`src/rtl/mul_pipe.sv`:
```
`default_nettype none
// ============================================================================
// Module   : mul_pipe
// Brief    : Parametrised pipelined integer multiplier with valid/ready on both
//            sides, per-operation signed/unsigned mode and bubble collapsing.
//            Define MUL_PIPE_SATURATE_EN to saturate the truncated product and
//            add the sat_flag output.
// Revision : 1.0 - initial release
// ============================================================================
module mul_pipe #(
    parameter int WIDTH        = 8,
    parameter int LATENCY      = 3,
    parameter int FULL_PRODUCT = 0,
    localparam int OW          = (FULL_PRODUCT != 0) ? 2*WIDTH : WIDTH
) (
    input  logic             clock,
    input  logic             reset,
    input  logic             in_valid,
    output logic             in_ready,
    input  logic [WIDTH-1:0] I0,
    input  logic [WIDTH-1:0] I1,
    input  logic             is_signed,
    output logic             out_valid,
    input  logic             out_ready,
    output logic [OW-1:0]    O
`ifdef MUL_PIPE_SATURATE_EN
    ,
    output logic             sat_flag
`endif
);

`ifdef MUL_PIPE_SATURATE_EN
    function automatic logic [2*WIDTH-1:0] wide_prod(input logic [WIDTH-1:0] a,
                                                     input logic [WIDTH-1:0] b,
                                                     input logic sgn);
        logic [2*WIDTH-1:0] ea;
        logic [2*WIDTH-1:0] eb;
        if (sgn) begin
            ea = (2*WIDTH)'($signed(a));
            eb = (2*WIDTH)'($signed(b));
        end else begin
            ea = (2*WIDTH)'(a);
            eb = (2*WIDTH)'(b);
        end
        return ea * eb;
    endfunction

    // Signed results fit only if the top WIDTH+1 bits are a pure sign extension.
    function automatic logic sat_hit(input logic [2*WIDTH-1:0] p, input logic sgn);
        if (sgn)
            return (p[2*WIDTH-1:WIDTH-1] != '0) && (p[2*WIDTH-1:WIDTH-1] != '1);
        return p[2*WIDTH-1:WIDTH] != '0;
    endfunction

    function automatic logic sat_of(input logic [WIDTH-1:0] a,
                                    input logic [WIDTH-1:0] b,
                                    input logic sgn);
        return (FULL_PRODUCT == 0) && sat_hit(wide_prod(a, b, sgn), sgn);
    endfunction
`endif

    // Multiplying in OW bits gives the exact product when OW=2*WIDTH and the
    // mode-independent wrapped product when OW=WIDTH.
    function automatic logic [OW-1:0] mul_res(input logic [WIDTH-1:0] a,
                                              input logic [WIDTH-1:0] b,
                                              input logic sgn);
        logic [OW-1:0] ea;
        logic [OW-1:0] eb;
        logic [OW-1:0] res;
`ifdef MUL_PIPE_SATURATE_EN
        logic [2*WIDTH-1:0] p;
`endif
        if (sgn) begin
            ea = OW'($signed(a));
            eb = OW'($signed(b));
        end else begin
            ea = OW'(a);
            eb = OW'(b);
        end
        res = ea * eb;
`ifdef MUL_PIPE_SATURATE_EN
        p = wide_prod(a, b, sgn);
        if ((FULL_PRODUCT == 0) && sat_hit(p, sgn)) begin
            if (!sgn)
                res = '1;
            else if (p[2*WIDTH-1])
                res = {1'b1, {(OW-1){1'b0}}};
            else
                res = {1'b0, {(OW-1){1'b1}}};
        end
`endif
        return res;
    endfunction

    logic [LATENCY-1:0] vld;
    logic [LATENCY-1:0] adv;
    logic               blocked;

    // Stage k is blocked only if every later stage is full and the consumer stalls.
    always_comb begin
        adv     = '0;
        blocked = 1'b0;
        for (int k = 0; k < LATENCY; k++) begin
            blocked = !out_ready;
            for (int j = k + 1; j < LATENCY; j++)
                blocked = blocked && vld[j];
            adv[k] = !blocked;
        end
    end

    assign in_ready  = !vld[0] || adv[0];
    assign out_valid = vld[LATENCY-1];

    always_ff @(posedge clock) begin
        if (reset) begin
            vld <= '0;
        end else begin
            if (in_ready)
                vld[0] <= in_valid;
            for (int k = 1; k < LATENCY; k++)
                if (!vld[k] || adv[k])
                    vld[k] <= vld[k-1];
        end
    end

    if (LATENCY == 1) begin : g_lat1
        logic [OW-1:0] prod_q;
`ifdef MUL_PIPE_SATURATE_EN
        logic          sat_q;
`endif
        always_ff @(posedge clock) begin
            if (reset) begin
                prod_q <= '0;
`ifdef MUL_PIPE_SATURATE_EN
                sat_q  <= 1'b0;
`endif
            end else if (in_valid && in_ready) begin
                prod_q <= mul_res(I0, I1, is_signed);
`ifdef MUL_PIPE_SATURATE_EN
                sat_q  <= sat_of(I0, I1, is_signed);
`endif
            end
        end
        assign O = prod_q;
`ifdef MUL_PIPE_SATURATE_EN
        assign sat_flag = sat_q;
`endif
    end else begin : g_latn
        logic [WIDTH-1:0] a_q;
        logic [WIDTH-1:0] b_q;
        logic             s_q;
        logic [OW-1:0]    prod_q [1:LATENCY-1];
`ifdef MUL_PIPE_SATURATE_EN
        logic [LATENCY-1:1] sat_q;
`endif
        always_ff @(posedge clock) begin
            if (reset) begin
                a_q <= '0;
                b_q <= '0;
                s_q <= 1'b0;
                for (int k = 1; k < LATENCY; k++)
                    prod_q[k] <= '0;
`ifdef MUL_PIPE_SATURATE_EN
                sat_q <= '0;
`endif
            end else begin
                if (in_valid && in_ready) begin
                    a_q <= I0;
                    b_q <= I1;
                    s_q <= is_signed;
                end
                // The product is formed on the stage-0 to stage-1 transfer.
                if (vld[0] && adv[0]) begin
                    prod_q[1] <= mul_res(a_q, b_q, s_q);
`ifdef MUL_PIPE_SATURATE_EN
                    sat_q[1]  <= sat_of(a_q, b_q, s_q);
`endif
                end
                for (int k = 2; k < LATENCY; k++) begin
                    if (vld[k-1] && adv[k-1]) begin
                        prod_q[k] <= prod_q[k-1];
`ifdef MUL_PIPE_SATURATE_EN
                        sat_q[k]  <= sat_q[k-1];
`endif
                    end
                end
            end
        end
        assign O = prod_q[LATENCY-1];
`ifdef MUL_PIPE_SATURATE_EN
        assign sat_flag = sat_q[LATENCY-1];
`endif
    end

endmodule
`default_nettype wire
```
`config.mk`:
```
export PLATFORM = sky130hd
export DESIGN_NAME = mul_pipe
export DESIGN_NICKNAME = d
export VERILOG_FILES = /design/src/rtl/mul_pipe.sv
export SDC_FILE = /design/constraint.sdc
export NUM_CORES = 1
export LEC_CHECK = 0
export CAP_MARGIN = 20
export CORE_UTILIZATION = 50
export CTS_CLUSTER_SIZE = 12
export DETAILED_ROUTE_END_ITERATION = 6
export PLACE_DENSITY = 0.72
export SYNTH_ARGS = -nofsm -noshare
export SYNTH_HDL_FRONTEND = slang
export SYNTH_SLANG_ARGS = --single-unit
```
`constraint.sdc`:
```
create_clock -name clock -period 10.2 [get_ports clock]
set_input_delay 1.02 -clock clock [delete_from_list [all_inputs] [get_ports clock]]
set_output_delay 1.02 -clock clock [all_outputs]
set_load 0.02 [all_outputs]
```
==> results by group <==
Clock network
  • TritonCTS clock tree: done
  • Num CTS Buffers: 5
  • Post-CTS setup buffer count: 0
  • Total clock sinks: 35
  • Clk pin slew, worst setup/hold paths: around 70 ps
  • # hold bufs at CTS: 0
  • Root Buffer: clkbuf_8
  • Worst-Skew Late Latency: 290 ps
  • CTS Buffer Depth: 2
  • Max H-tree Level: 2
  • PostCTS Resize Cnt: 0

Power and ir drop
  • Pwr Density: between 100 and 150 nW/µm²
  • Seq pwr share: 49.6%
  • Clock power frac: 38.8%
  • Net switching power: 76.09 µW
  • Leak: 1.130 nW
  • Max rail drop VDD: 0.08671 mV
  • Int Power: 247.0 µW
  • Final Total Pwr: approximately 320 µW
  • Logic pwr share: 11.6%
  • Sw frac: 23.55%

Timing
  • Worst Hold Margin: 455.5 ps
  • Setup TNS: 0 ps
  • Period utilization: around 40%
  • Slew @ Worst Pin: approximately 790 ps
  • Endpoints failing setup: 0
  • Worst Clk Skew: between 10 and 15 ps
  • Final critical-path required period: 4058 ps
  • Setup ws final: 6142 ps
  • Fmax: 0.2464 GHz
  • Fin. max-slew vios: 0
  • Final hold viol count: 0
  • Slew HR: about 47%
  • Unrepaired setup endpoints after global routing: false

Final layout
  • Multi-input logic area: between 1000 and 1500 µm²
  • Area added between synthesis and finish: 21.51%
  • Fin area: 2594 µm²
  • Final Non-Filler Cells: around 310
  • Antenna Cells: 0
  • Reg area: 860.8 µm²
  • Fill cells: roughly 340
  • Layout cell share with drive strength beyond 1: approximately 5.9%
  • # nets final: 304
  • Final core utilization: between 60% and 70%

Placement
  • Pre-CTS setup slack: 6121 ps
  • Dpl cells: 298
  • Placed wire-length estimate: 2792 µm
  • Buffers on Ports: 29
  • RD Place Congestion: ~0.8
  • Placed Area: 2479 µm²

Global route
  • Largest net degree at the start of global routing: 25
  • Number of antenna violations at the first check in global routing: 0
  • Vias in the first global route: around 1400
  • Gr usage total: 18.56%
  • First-pass GRT wire length: 6092 µm
  • Remaining global-route overflow: 0

Synth
  • Mapped Cells: 222
  • Yosys warns: 0
  • Synth Area per Inst: 9.615 µm²
  • Post-synth cell types: 24
  • Dominant cell by count in the synthesized netlist: nand2_1
  • Post-synth top flop: dfxtp_1
  • Number of flops mapped to enable cells by yosys: 16
  • Cell accounting for the most synthesized area: edfxtp_1
  • Ranking of synthesized cells by area: edfxtp_1, dfxtp_1, fa_1, ha_1, nand2_1
  • Register area share after synthesis: about 40%
  • Post-synth top cells: nand2_1, and2_1, inv_1, a21oi_1, dfxtp_1
  • Seq cells post-synth: 35
  • Ys async rst share: 0%
  • Synth top area share: 22.51%
  • Synthesized cell area: 2135 µm²
  • Syn Nets: 271

Critical path
  • Critical path type: reg2reg
  • Worst-path cell chain: nand2_1 > fa_1 > inv_1 > fa_1 > ha_1 > inv_1 > fa_1 > inv_1 > ha_1 > a21o_1 > a21oi_1 > xnor3_1 > xnor3_1 > nor2_1
  • Startpoint types: register
  • Worst stage delay on the critical path: approximately 540 ps
  • CP endpoint kind: register
  • Arrival @ worst endpoint: 4110 ps
  • Worst path slowest cell: fa_1
  • Critical path fanouts, max: 9
  • Reg2Reg Depth: 14
  • Required time worst endpoint: ~10000 ps

Floorplanning
  • Core Box Area: 4058 µm²
  • Die H: 67.34 µm
  • Placement Rows: 23
  • Die W: 67.34 µm
  • Starting Density: 52.61%
  • Full die area: about 4500 µm²
  • Io pins: 31

Route
  • Drt via density: 4.817
  • TritonRoute pass-1 iters: 4
  • Iteration-0 DRC Markers: 38
  • ANT nets after route: 0
  • WL/cell: 11.74 µm
  • Final wirelength: 3591 µm
  • Drc violations: 0
  • Vias: 1474

Hold path
  • Worst Hold Class: reg2reg
  • WHS Path Cells: 2

Run
  • Max Cap Violations: 0

Status
  • Status: finished, final reports clean
power by group through the flow:
stage	combinational (mW)	sequential (mW)	clock [mW]
5_1_grt	0.0422	0.162	0.135
2_1_floorplan	0.0199	0.164	0
3_5_place_dp	0.0379	0.164	0
3_3_place_gp	0.0372	0.163	0
4_1_cts	0.0381	0.160	0.129
6_report	0.0374	0.160	0.125
worst paths after layout:
check	startpoint	end	slack [ps]
worst max-delay path	g_latn.a_q[0]$_SDFFE_PP0P_	g_latn.prod_q[1][7]$_SDFFCE_PN0P_	6140
worst min register to register	g_latn.a_q[7]$_SDFFE_PP0P_	g_latn.a_q[7]$_SDFFE_PP0P_	460
worst min-delay path	g_latn.a_q[7]$_SDFFE_PP0P_	g_latn.a_q[7]$_SDFFE_PP0P_	460
worst max register to register	g_latn.a_q[0]$_SDFFE_PP0P_	g_latn.prod_q[1][7]$_SDFFCE_PN0P_	6140
cell families (layout without fill, tap and decap cells):
group                    Yosys count  after routing  synth area share [%]
AO/OA/AOI/OAI                     23             23                 5.686
flip-flops                        35             35                 40.33
buffers and inverters             25             59                 4.455
AND/OR/NAND/NOR                   97             97                 21.51
XOR/XNOR                          14             14                 7.386
adder cells (fa/ha/maj)           28             28                 20.63
worst max-delay path: cells and delay by family, from the launching register on:
kind | cells | cell delay (ps)
buffers and inverters | 3 | 180
AOI/OAI and AO/OA | 2 | 390
xor gates and xnor gates | 2 | 630
DFF | 1 | 480
adders and majority gates | 5 | 1960
and+or+nand+nor | 2 | 180
cells in the final DEF (no fill, tap or decap), drive strengths merged, types with 2 or more instances in the layout:
master         instances
xnor2                  9
clkbuf                 5
nor2                   8
clkdlybuf4s50         29
a21o                   2
nand2b                 3
edfxtp                16
xnor3                  2
ha                    16
xor2                   3
a21oi                 20
and2                  29
nand2                 53
inv                   22
fa                    12
dfxtp                 19
cell type report:
class,count,share of cell area [%]
Clock inverter,3,1.785
Timing Repair Buffer,30,11.48
Multi-Input combinational cell,162,45.44
Sequential cell,35,33.19
Clock buffer,5,2.653
Tap cell,50,2.412
Inverter,21,3.039
metal layers:
metal  GRT usage (%)  wire length [µm]
met5               0                 0
met4           4.787                28
met3           5.574               110
met2           29.13              1704
met1           24.89              1748
registers in the layout (all words and copies together) (netlist names):
signal / flops
g_latn.a_q: 8
g_latn.prod_q: 16
vld: 3
g_latn.b_q: 8
Power figures use the tool's default switching activity.
